[src/rtl/decoder_pipe_if.sv]
// Handshake bundle for decoder_pipe: request side (idx/en) and result side (vec/err).
`default_nettype none

interface decoder_pipe_if #(
  parameter int IN_W  = 4,
  parameter int OUT_N = 16
);
  logic             in_valid;
  logic             in_ready;
  logic [IN_W-1:0]  in_idx;
  logic             in_en;
  logic             out_valid;
  logic             out_ready;
  logic [OUT_N-1:0] out_vec;
  logic             out_err;

  modport master (
    output in_valid, in_idx, in_en, out_ready,
    input  in_ready, out_valid, out_vec, out_err
  );

  modport slave (
    input  in_valid, in_idx, in_en, out_ready,
    output in_ready, out_valid, out_vec, out_err
  );
endinterface

`default_nettype wire

[src/rtl/decoder_pipe.sv]
// +--------------------------------------------------------------------------+
// | decoder_pipe: index decoder (one-hot / thermometer) with 2-entry skid FIFO |
// | Revision 1.0                                                             |
// +--------------------------------------------------------------------------+
`default_nettype none

module decoder_pipe #(
  parameter int IN_W  = 4,
  parameter int OUT_N = 16,
  parameter int MODE  = 0
) (
  input  logic           clk,
  input  logic           rst_n,
  decoder_pipe_if.slave  bus
);

  localparam logic [IN_W:0] c_out_n = (IN_W+1)'(OUT_N);

  logic [IN_W:0]    w_idx_ext;
  logic [OUT_N-1:0] w_dec_vec;
  logic             w_dec_err;
  logic             w_push;
  logic             w_pop;

  logic [OUT_N-1:0] r_vec [2];
  logic             r_err [2];
  logic             r_wr_ptr;
  logic             r_rd_ptr;
  logic [1:0]       r_count;

  // One extra bit so OUT_N == 2**IN_W is representable in the range compare.
  assign w_idx_ext = {1'b0, bus.in_idx};
  assign w_dec_err = bus.in_en & (w_idx_ext >= c_out_n);

  // Out-of-range indices fall out naturally: no one-hot match, every thermometer bit set.
  for (genvar gi = 0; gi < OUT_N; gi++) begin : g_bit
    localparam logic [IN_W:0] c_pos = (IN_W+1)'(gi);
    if (MODE == 0) begin : g_onehot
      assign w_dec_vec[gi] = bus.in_en & (w_idx_ext == c_pos);
    end else begin : g_therm
      assign w_dec_vec[gi] = bus.in_en & (c_pos <= w_idx_ext);
    end
  end

  assign bus.in_ready  = (r_count != 2'd2);
  assign bus.out_valid = (r_count != 2'd0);
  assign bus.out_vec   = r_vec[r_rd_ptr];
  assign bus.out_err   = r_err[r_rd_ptr];

  assign w_push = bus.in_valid & bus.in_ready;
  assign w_pop  = bus.out_valid & bus.out_ready;

  always_ff @(posedge clk or negedge rst_n) begin
    if (!rst_n) begin
      r_vec[0] <= '0;
      r_vec[1] <= '0;
      r_err[0] <= 1'b0;
      r_err[1] <= 1'b0;
      r_wr_ptr <= 1'b0;
      r_rd_ptr <= 1'b0;
      r_count  <= 2'd0;
    end else begin
      if (w_push) begin
        r_vec[r_wr_ptr] <= w_dec_vec;
        r_err[r_wr_ptr] <= w_dec_err;
        r_wr_ptr        <= ~r_wr_ptr;
      end
      if (w_pop) begin
        r_rd_ptr <= ~r_rd_ptr;
      end
      if (w_push && !w_pop) begin
        r_count <= r_count + 2'd1;
      end else if (!w_push && w_pop) begin
        r_count <= r_count - 2'd1;
      end
    end
  end

endmodule

`default_nettype wire

[src/flat_wrapper.sv]
// flat-port wrapper written by rule: the top's interface ports become plain ports
module decoder_pipe_flat 
#(
  parameter int IN_W  = 4,
  parameter int OUT_N = 16,
  parameter int MODE  = 0
)
  (clk, rst_n, bus_in_valid, bus_in_idx, bus_in_en, bus_out_ready, bus_in_ready, bus_out_valid, bus_out_vec, bus_out_err);
  decoder_pipe_if #(.IN_W(IN_W), .OUT_N(OUT_N)) bus_i ();
  input  logic clk;
  input  logic rst_n;
  input wire logic [$bits(bus_i.in_valid)-1:0] bus_in_valid;
  input wire logic [$bits(bus_i.in_idx)-1:0] bus_in_idx;
  input wire logic [$bits(bus_i.in_en)-1:0] bus_in_en;
  input wire logic [$bits(bus_i.out_ready)-1:0] bus_out_ready;
  output wire logic [$bits(bus_i.in_ready)-1:0] bus_in_ready;
  output wire logic [$bits(bus_i.out_valid)-1:0] bus_out_valid;
  output wire logic [$bits(bus_i.out_vec)-1:0] bus_out_vec;
  output wire logic [$bits(bus_i.out_err)-1:0] bus_out_err;
  assign bus_i.in_valid = bus_in_valid;
  assign bus_i.in_idx = bus_in_idx;
  assign bus_i.in_en = bus_in_en;
  assign bus_i.out_ready = bus_out_ready;
  assign bus_in_ready = bus_i.in_ready;
  assign bus_out_valid = bus_i.out_valid;
  assign bus_out_vec = bus_i.out_vec;
  assign bus_out_err = bus_i.out_err;
  decoder_pipe #(.IN_W(IN_W), .OUT_N(OUT_N), .MODE(MODE)) u_core (.clk(clk), .rst_n(rst_n), .bus(bus_i));
endmodule
[config.mk]
export PLATFORM = sky130hd
export DESIGN_NAME = decoder_pipe_flat
export DESIGN_NICKNAME = d
export VERILOG_FILES = /design/src/rtl/decoder_pipe_if.sv /design/src/rtl/decoder_pipe.sv /design/src/flat_wrapper.sv
export SDC_FILE = /design/constraint.sdc
export NUM_CORES = 1
export LEC_CHECK = 0
export CELL_PAD_IN_SITES_DETAIL_PLACEMENT = 1
export CELL_PAD_IN_SITES_GLOBAL_PLACEMENT = 2
export CORE_MARGIN = 2
export CORE_UTILIZATION = 34
export CTS_BUF_LIST = sky130_fd_sc_hd__clkbuf_8
export DETAILED_ROUTE_END_ITERATION = 7
export GPL_ROUTABILITY_DRIVEN = 1
export GPL_TIMING_DRIVEN = 0
export PLACE_DENSITY = 0.85
export SLEW_MARGIN = 10
export SYNTH_ARGS = -nofsm -noshare
export SYNTH_HDL_FRONTEND = slang
export SYNTH_SLANG_ARGS = --single-unit
[constraint.sdc]
create_clock -name clk -period 1.3 [get_ports clk]
set_input_delay 0.13 -clock clk [delete_from_list [all_inputs] [get_ports clk]]
set_output_delay 0.13 -clock clk [all_outputs]
set_load 0.005 [all_outputs]
# Yosys cells after proc, flatten, opt, wreduce, memory -nomap -nowiden
# Cells that the tools add are included.
# op_classes
addsub,2
magnitude_cmp,4
n_eq_ne,16
mux,14
bitwise,23
reduce_logical,8
# ops
op,count
$mux W16,4
$bwmux W32,1
$eq A4 B4 Y1 const B,8
$and A1 B1 Y1,19
$demux W16 S1,1
$eq A4 B3 Y1 const B,4
$eq A4 B2 Y1 const B,2
$ge A4 B5 Y1 const B,1
$logic_not A5 Y1,1
$eq A4 B1 Y1 const B,1
$ge A2 B2 Y1 const B,2
$mux W1,4
$mux W2,2
$not A1 Y2,2
$reduce_bool A2 Y1,2
$logic_and A1 B1 Y1,3
$add A2 B1 Y2 const B,1
$bwmux W2,1
$logic_not A1 Y1,2
$lt A2 B1 Y1 const B,1
$ne A2 B2 Y1 const B,1
$not A1 Y1,2
$sub A2 B1 Y2 const B,1
$demux W1 S1,1
# totals
regBits,38
out_inout_bits,19

# Depth between registers and ports, before layout
# Gate-level depths: netlist of the first run.
# logic_depth
ltp_word,6
depth_mapped,6
depth_no_buf,6

# Least setup slack after synthesis of the first run
# Ideal clock, no wire load.
# synth_timing
path_kind,register -> register
startpoint,reg u_core.r_count[0]
endpoint,reg u_core.r_count[1]
arrival_ns,1.292
required_ns,1.174
path_slack_ns,-0.117
stages_incl_launch_ff,7
period_less_slack_ns,1.417
cell_sequence,dfrtp_1 -> or2_2 -> nand2_1 -> ha_1 -> xor2_1 -> nor2_1 -> xor2_1
# synth_between
elab_chain_cells,5
elab_cells_between_ends,13
cone_classes,add/sub: 2; eq/ne: 1; mux: 2; bitwise: 2; reduce/logical: 6
# synth_lines
item,line_no,text
from (decl),decoder_pipe.sv:29,logic [1:0] r_count;
from (signal assigned),decoder_pipe.sv:72,r_count <= r_count + 2'd1;
from (signal assigned),decoder_pipe.sv:74,r_count <= r_count - 2'd1;
$reduce_bool A2 Y1 (*),decoder_pipe.sv:46,assign bus.out_valid = (r_count != 2'd0);
net bus_out_valid,flat_wrapper.sv:17,output wire logic [$bits(bus_i.out_valid)-1:0] bus_out_valid;
$and A1 B1 Y1 (*),decoder_pipe.sv:51,assign w_pop = bus.out_valid & bus.out_ready;
$logic_not A1 Y1,decoder_pipe.sv:71,if (w_push && !w_pop) begin
$logic_and A1 B1 Y1,decoder_pipe.sv:71,
$mux W2 / $reduce_bool A2 Y1 (equally long branches),-,
# Mark *: on every way through the listed nets, which the timed path passes. The rest lies on a longest branch. The select of a mux whose other input is x is not followed.
# A chain may end at the register's enable or synchronous reset.

# Worst setup path after layout of the first run
# layout_timing
startpoint,reg u_core.r_rd_ptr
endpoint,out bus_out_vec[5]
# layout_between
elab_chain_cells,4
# layout_lines
item,line_no,text
from (decl),decoder_pipe.sv:28,logic r_rd_ptr;
from (signal assigned),decoder_pipe.sv:69,r_rd_ptr <= ~r_rd_ptr;
$not A1 Y2 (implied by the code),decoder_pipe.sv:47,assign bus.out_vec = r_vec[r_rd_ptr];
$mux W16 (implied by the code) (3 in series),decoder_pipe.sv:47,
to (decl),flat_wrapper.sv:18,output wire logic [$bits(bus_i.out_vec)-1:0] bus_out_vec;
# No other way between the ends. The select of a mux whose other input is x is not followed.

==> results of run 1 <==
==> area by class of cell <==
class / count / area [sq um] / area share [%]
plain buffers: 5 / 65.06 / 2.618
clock buffers: 6 / 82.58 / 3.323
clock inverters: 2 / 11.26 / 0.4532
multi-input cells: 85 / 883.3 / 35.55
flip-flops and latches: 36 / 900.9 / 36.25
well taps: 70 / 87.58 / 3.525
repair buffers: 46 / 454.2 / 18.28
==> sequential cells by signal, indices dropped and copies added, names as in the netlist <==
register / cells
u_core.r_wr_ptr: 1
u_core.r_count: 2
u_core.r_vec: 32
u_core.r_rd_ptr: 1
==> power by group <==
part           internal, mW  total, mW  switching [mW]  leakage (nW)
registers              1.31       1.43           0.118         0.490
logic                  1.37       2.17           0.804         0.698
clock network         0.422      0.819           0.396        0.0486
total                  3.10       4.42            1.32          1.24
==> worst reg2reg max path: cells and delay by family, from the launching register on <==
kind | cells | cell delay, ns
buffers and inverters | 3 | 0.40
DFF | 1 | 0.41
muxes | 1 | 0.31
and+or+nand+nor | 2 | 0.24
==> cells by family after synthesis <==
kind of cell  count (synthesis)
mux                          48
buf+inv                       6
fa+ha+maj                     1
other cells                   1
xor+xnor                      5
flops                        36
simple gates                 30
==> routing by layer <==
metal	up-vias	GRT usage, %	part of all wire [%]
li1	540	-	-
met1	582	18.97	42
met2	18	27.77	53
met3	7	4.384	3.4
met4	0	5.455	1.5
met5	-	0	0
==> Yosys cell counts, drive strengths merged <==
cell type	count	area (sq um)
dfrtp	36	900.9
or2	1	6.260
nand2	2	7.510
conb	1	3.750
and3b	1	8.760
ha	1	12.51
and2	1	7.510
buf	6	60.06
nor3	4	20.02
or3b	1	8.760
nor2	13	48.80
nand2b	3	26.27
mux2	48	578.1
xor2	3	26.28
nand3	2	15.01
nand3b	2	15.01
xnor2	2	17.52
==> path summary, 6_finish.rpt <==
kind,end,slack (ns),depth (start not counted)
worst max register to register,u_core.r_vec[27]$_DFFE_PN0P_,-0.18,6
max in group asynchronous,u_core.r_vec[29]$_DFFE_PN0P_,0.34,2
worst min register to register,u_core.r_vec[9]$_DFFE_PN0P_,0.51,1
worst min-delay path,u_core.r_vec[10]$_DFFE_PN0P_,0.46,2
worst max-delay path,bus_out_vec[5],-0.27,5
min in group clk,u_core.r_vec[9]$_DFFE_PN0P_,0.51,1
==> stage by stage <==
| step | power, mW | utilization, % | setup TNS [ns] |
|---|---|---|---|
| 3_3_place_gp | 2.742 | 41.91 | -33.72 |
| 3_5_place_dp | 2.803 | 41.81 | -13.48 |
| 4_1_cts | 4.415 | 48.88 | -7.378 |
| 6_report | 4.418 | 49.28 | -7.982 |
| 2_1_floorplan | 2.329 | - | -1.086 |
| 5_1_grt | 4.677 | 49.28 | -10.52 |
==> timing repair <==
item | in CTS | in global routing
gates cloned | 2 | 0
buffers inserted | 16 | 1
resized for setup | 101 | 11
endpoints found under the hold margin | 36 | 0
hold buffers | 1 | 0
pin swaps | 2 | 4
setup endpoints to repair | 46 | 51
==> placed cells by master (no fill, tap or decap), types with 2 or more instances in the layout <==
master           synthesis  layout
dfrtp_1                 36      36
mux2_2                  38      28
mux2_4                  10      20
buf_6                    2      13
nor2_1                  13      13
buf_2                    2      11
buf_4                    1       9
clkdlybuf4s50_1          0       7
clkbuf_8                 0       6
buf_12                   1       3
nor3_1                   4       3
buf_8                    0       3
xor2_1                   3       3
nand3b_1                 2       2
nand2b_1                 2       2
buf_16                   0       2
clkbuf_2                 0       2
==> impl_metrics.py, run 1 <==
metrics = {
    "detailed_routing": {
        "antenna_left": 0,
        "drt_pass1_iterations": 4,
        "drc": 0,
        "routed_wl_mm": 4.019,
        "vias": 1147,
        "routed_via_density": 4.588,
        "drtIter0Drc": 25,
        "wl_per_cell_um": 16.08,
    },
    "layout": {
        "layout-drive-gt1-share_pct": 59.44,
        "n_antenna_cell": 0,
        "fillers": 520,
        "syn_to_final_growth_pct": 40.95,
        "fin_nets": 189,
        "final_cell_area_sq_um": 2485,
        "stdcell_count": 250,
    },
    "timing": {
        "skew_ns": 0.006156,
        "rsz0062_at_grt": "yes",
        "maxSlewHeadroom_pct": 47.66,
        "holdWs_ns": 0.4619,
        "tightest_slew_ns": 0.7851,
        "period_minus_slack_ns": 1.566,
        "hold_viol_final": 0,
        "fin_crit_sh_pct": 120.5,
        "slew_viol_final": 0,
        "finalSetupViolations": 51,
        "setup_ws_ns": -0.2663,
        "maxClockFrequency_ghz": 0.6384,
    },
    "floorplan": {
        "rows": 26,
        "core_sq_um": 5042,
        "start_util_pct": 34.96,
        "dieArea_sq_um": 5777,
        "die_y_um": 76.01,
        "io_pins": 28,
        "fp.dieW_um": 76.01,
    },
    "synth": {
        "syn_inst": 127,
        "ys_seq_area_share_pct": 51.10,
        "synth_simple_gate_area_share_pct": 9.297,
        "synth_nets": 137,
        "yosys_warnings": 0,
        "synth_compound_area_share_pct": 0,
        "ys_seq_elements": 36,
        "synth_top_family_by_area": "multiplexers",
        "netlist_area_sq_um": 1763,
        "syn_area_per_cell_sq_um": 13.88,
        "synth-adder-area-share_pct": 0.7097,
        "synth_cell_types": 23,
        "synthMuxAreaShare_pct": 32.79,
        "synthXorXnorAreaFrac_pct": 2.484,
    },
    "critical_path": {
        "worstPathMaxFanout": 8,
        "cp-end-kind": "primary output",
        "r2r_start": "u_core.r_count[1]$_DFFE_PN0P_",
        "cpLargestDelayFamily": "buffers and inverters",
        "cpPeakStageDelay_ns": 0.37,
        "cp-startpoint": "u_core.r_rd_ptr$_DFFE_PN0P_",
        "cp_cell_sequence": "buf_6, buf_12, buf_12, mux2_2, buf_2",
        "cp_common_cell": "buf_12",
        "worstSetupPathType": "flop to primary output",
        "slowest_stage": "dfrtp_1",
        "cp.required_ns": 1.17,
        "critPathBufInv": 4,
        "critPathLaunchType": "flop",
        "cp.arrival_ns": 1.44,
    },
    "grt": {
        "grt_pass1_vias": 1361,
        "antenna_found_initial": 0,
        "grt-ovfl-total": 0,
        "grt_usage_pct": 15.92,
        "grt_max_degree": 37,
        "grt_pass1_wl_mm": 7.086,
    },
    "clock_tree": {
        "htreeDepth": 2,
        "cts.path.max_buffers": 2,
        "clock-sinks": 36,
        "path_clk_slew_ns": 0.07,
        "cts_tree": "yes",
        "cts_root_buffer": "clkbuf_8",
        "clk_latency_ns": 0.29,
        "numCtsBuffers": 5,
    },
    "placement": {
        "dp_hpwl_mm": 2.641,
        "port_buffers": 26,
        "gp_congestion": 0.7693,
        "dpl_cell_area_sq_um": 2108,
        "dpl_worst_slack_ns": -0.5180,
        "place_inst": 223,
    },
    "power": {
        "ir_drop_uv": 977.4,
        "p_leak_nw": 1.237,
        "powerDensity_nw_per_um2": 1778,
    },
    "outcome": {
        "violations": "negative setup slack",
        "status": "finished with violations",
    },
    "worst_hold_path": {
        "hp-class": "primary input to async pin",
    },
    "job": {
        "maxCapViolCount": 0,
    },
}
Note: power is estimated with default switching activity, not from simulation.
==> run 2: changes to the inputs <==
CORE_UTILIZATION = 38   (was 34)
PLACE_DENSITY = 0.89   (was 0.85)
clock period = 1.59 ns   (was 1.3 ns; I/O delays follow)
==> run 2 against run 1 <==
The run still ends with negative setup slack left. Wire length shrank 3.4%. Clock-buffer cell count is the same. First-iteration DRC count grew 60%. Sequential power shrank 19%. Sequential share of layout area grew 4.1 points. Final cell count shrank 11%. Via count shrank 2.3%. Critical endpoint is now bus_out_vec[13]. Non-clock buffer count shrank 10. Critical path depth is the same. Setup slack gained 0.24 ns.
==> impl_metrics.py, run 2 (same netlist as run 1, synthesis figures left out) <==
metrics = {
    "detailed_routing": {
        "drc": 0,
        "drtIter0Drc": 40,
        "routed_wl_mm": 3.882,
        "wl_per_cell_um": 17.49,
        "vias": 1121,
        "antenna_left": 0,
        "routed_via_density": 5.050,
        "drt_pass1_iterations": 4,
    },
    "critical_path": {
        "cp.arrival_ns": 1.46,
        "worstPathMaxFanout": 5,
        "cp.required_ns": 1.43,
        "cp-end-kind": "primary output",
        "r2r.worst_path.cells": 6,
        "r2r_start": "u_core.r_count[0]$_DFFE_PN0P_",
        "worstSetupPathType": "flop to primary output",
        "cp-startpoint": "u_core.r_rd_ptr$_DFFE_PN0P_",
        "critPathLaunchType": "flop",
    },
    "timing": {
        "period_minus_slack_ns": 1.615,
        "rsz0062_at_grt": "yes",
        "finalSetupViolations": 1,
        "fin_crit_sh_pct": 101.6,
        "slew_viol_final": 0,
        "setup_ws_ns": -0.02493,
        "skew_ns": 0.002930,
        "tightest_slew_ns": 0.8008,
        "hold_viol_final": 0,
        "holdWs_ns": 0.4827,
        "maxClockFrequency_ghz": 0.6192,
        "maxSlewHeadroom_pct": 46.62,
    },
    "clock_tree": {
        "cts_root_buffer": "clkbuf_8",
        "numCtsBuffers": 5,
        "path_clk_slew_ns": 0.07,
        "clk_latency_ns": 0.29,
        "clock-sinks": 36,
        "cts_tree": "yes",
        "htreeDepth": 2,
        "cts.path.max_buffers": 2,
    },
    "power": {
        "p_total_mw": 3.201,
        "powerDensity_nw_per_um2": 1435,
        "p_int_mw": 2.224,
        "p_leak_nw": 1.135,
        "ir_drop_uv": 702.9,
        "share_comb_of_total_power_pct": 43.0,
        "clock_power_share_pct": 20.8,
        "sw_frac_of_total_pct": 30.52,
        "share_seq_of_total_power_pct": 36.2,
        "switchingPower_uw": 976.8,
    },
    "grt": {
        "grt_max_degree": 37,
        "antenna_found_initial": 0,
        "grt_pass1_wl_mm": 6.486,
        "grt_pass1_vias": 1258,
        "grt_usage_pct": 16.93,
        "grt-ovfl-total": 0,
    },
    "layout": {
        "n_antenna_cell": 0,
        "largest_reg_flops": 32,
        "largestRegisters": "u_core.r_vec x32, u_core.r_count x2",
        "seq_area_sq_um": 900.9,
        "multi_input_area_sq_um": 814.5,
        "stdcell_count": 222,
        "layout-drive-gt1-share_pct": 54.12,
        "syn_to_final_growth_pct": 26.54,
        "final_cell_area_sq_um": 2231,
        "fillers": 450,
        "fin_nets": 179,
        "regMostFlops": "u_core.r_vec",
        "layout_common_cells": "mux2_2 (36), dfrtp_1 (36), mux2_4 (12), nor2_1 (12), clkbuf_2 (10)",
    },
    "floorplan": {
        "core_sq_um": 4414,
        "die_y_um": 72.11,
        "start_util_pct": 39.94,
        "rows": 24,
        "io_pins": 28,
        "dieArea_sq_um": 5200,
        "fp.dieW_um": 72.11,
    },
    "worst_hold_path": {
        "hold_depth": 3,
        "holdCritStartpoint": "bus_out_ready",
        "hp-class": "primary input to flop",
    },
    "job": {
        "maxCapViolCount": 0,
    },
    "outcome": {
        "violations": "negative setup slack",
        "status": "finished with violations",
    },
    "placement": {
        "place_inst": 205,
        "dpl_cell_area_sq_um": 2083,
        "dpl_worst_slack_ns": -0.2487,
        "port_buffers": 26,
        "dp_hpwl_mm": 2.617,
        "gp_congestion": 0.7725,
    },
}
## run 2: cell types whose count changed in the layout (fill, tap and decap cells not counted), sizes merged
| cell | change |
|---|---|
| buf | -20 |
| clkbuf | +8 |
| clkinvlp | -1 |
| dlygate4sd2 | +1 |
| dlymetal6s2s | +1 |
| inv | +1 |
## run 2: final timing paths
kind,endpoint,slack [ns]
max in group asynchronous,u_core.r_vec[19]$_DFFE_PN0P_,0.60
worst max-delay path,bus_out_vec[13],-0.02
min in group asynchronous,u_core.r_vec[31]$_DFFE_PN0P_,0.49
worst max register to register,u_core.r_count[1]$_DFFE_PN0P_,0.06
worst min-delay path,u_core.r_rd_ptr$_DFFE_PN0P_,0.48
worst min register to register,u_core.r_vec[12]$_DFFE_PN0P_,0.51
## run 2: cell type report
cell class                 instances  area share (%)
buffer                             6           3.421
multi-input combinational         85           36.51
clock inverter                     2          0.3365
sequential                        36           40.38
timing repair buffer              35           12.73
tap                               52           2.916
clock buffer                       6           3.702
## run 2: timing repair
action | CTS | global route
gates cloned | 1 | 0
resized for setup | 51 | 19
setup endpoints to repair | 17 | 14
hold buffers | 1 | 0
buffers inserted | 6 | 1
endpoints found under the hold margin | 36 | 0
## run 2: worst max-delay path: stages, from the launching register on
cell and delay (ns):
dfrtp_1 0.38, buf_6 0.14, buf_8 0.13, buf_6 0.11, mux2_4 0.29, buf_6 0.11
## run 2: stage by stage
stage                     TNS [ns]  utilization, %
after floorplan                  0               -
final                     -0.02493           50.54
after detailed placement    -2.853           47.19
after global placement      -14.79           47.31
after CTS                  -0.1908           51.11
after global routing      -0.08008           50.54
## run 2: routing by layer
| layer | GRT usage (%) | routed length, um |
|---|---|---|
| met1 | 21.36 | 1743 |
| met2 | 27.52 | 1873 |
| met3 | 5.000 | 207 |
| met4 | 6.289 | 57 |
| met5 | 0 | 0 |
## run 2: power by group through the flow
| stage | Sequential (mW) | Clock (mW) | Combinational, mW |
|---|---|---|---|
| final | 1.16 | 0.665 | 1.38 |
| after CTS | 1.15 | 0.674 | 1.35 |
| after floorplan | 1.16 | 0 | 0.743 |
| after global routing | 1.17 | 0.723 | 1.48 |
| after detailed placement | 1.19 | 0 | 1.10 |
| after global placement | 1.17 | 0 | 1.06 |
==> run 3: changes to the inputs <==
CAP_MARGIN = 20   (was default)
==> results of run 3 <==
Same layout as run 2: the final DEF is identical, and so are final timing and power.
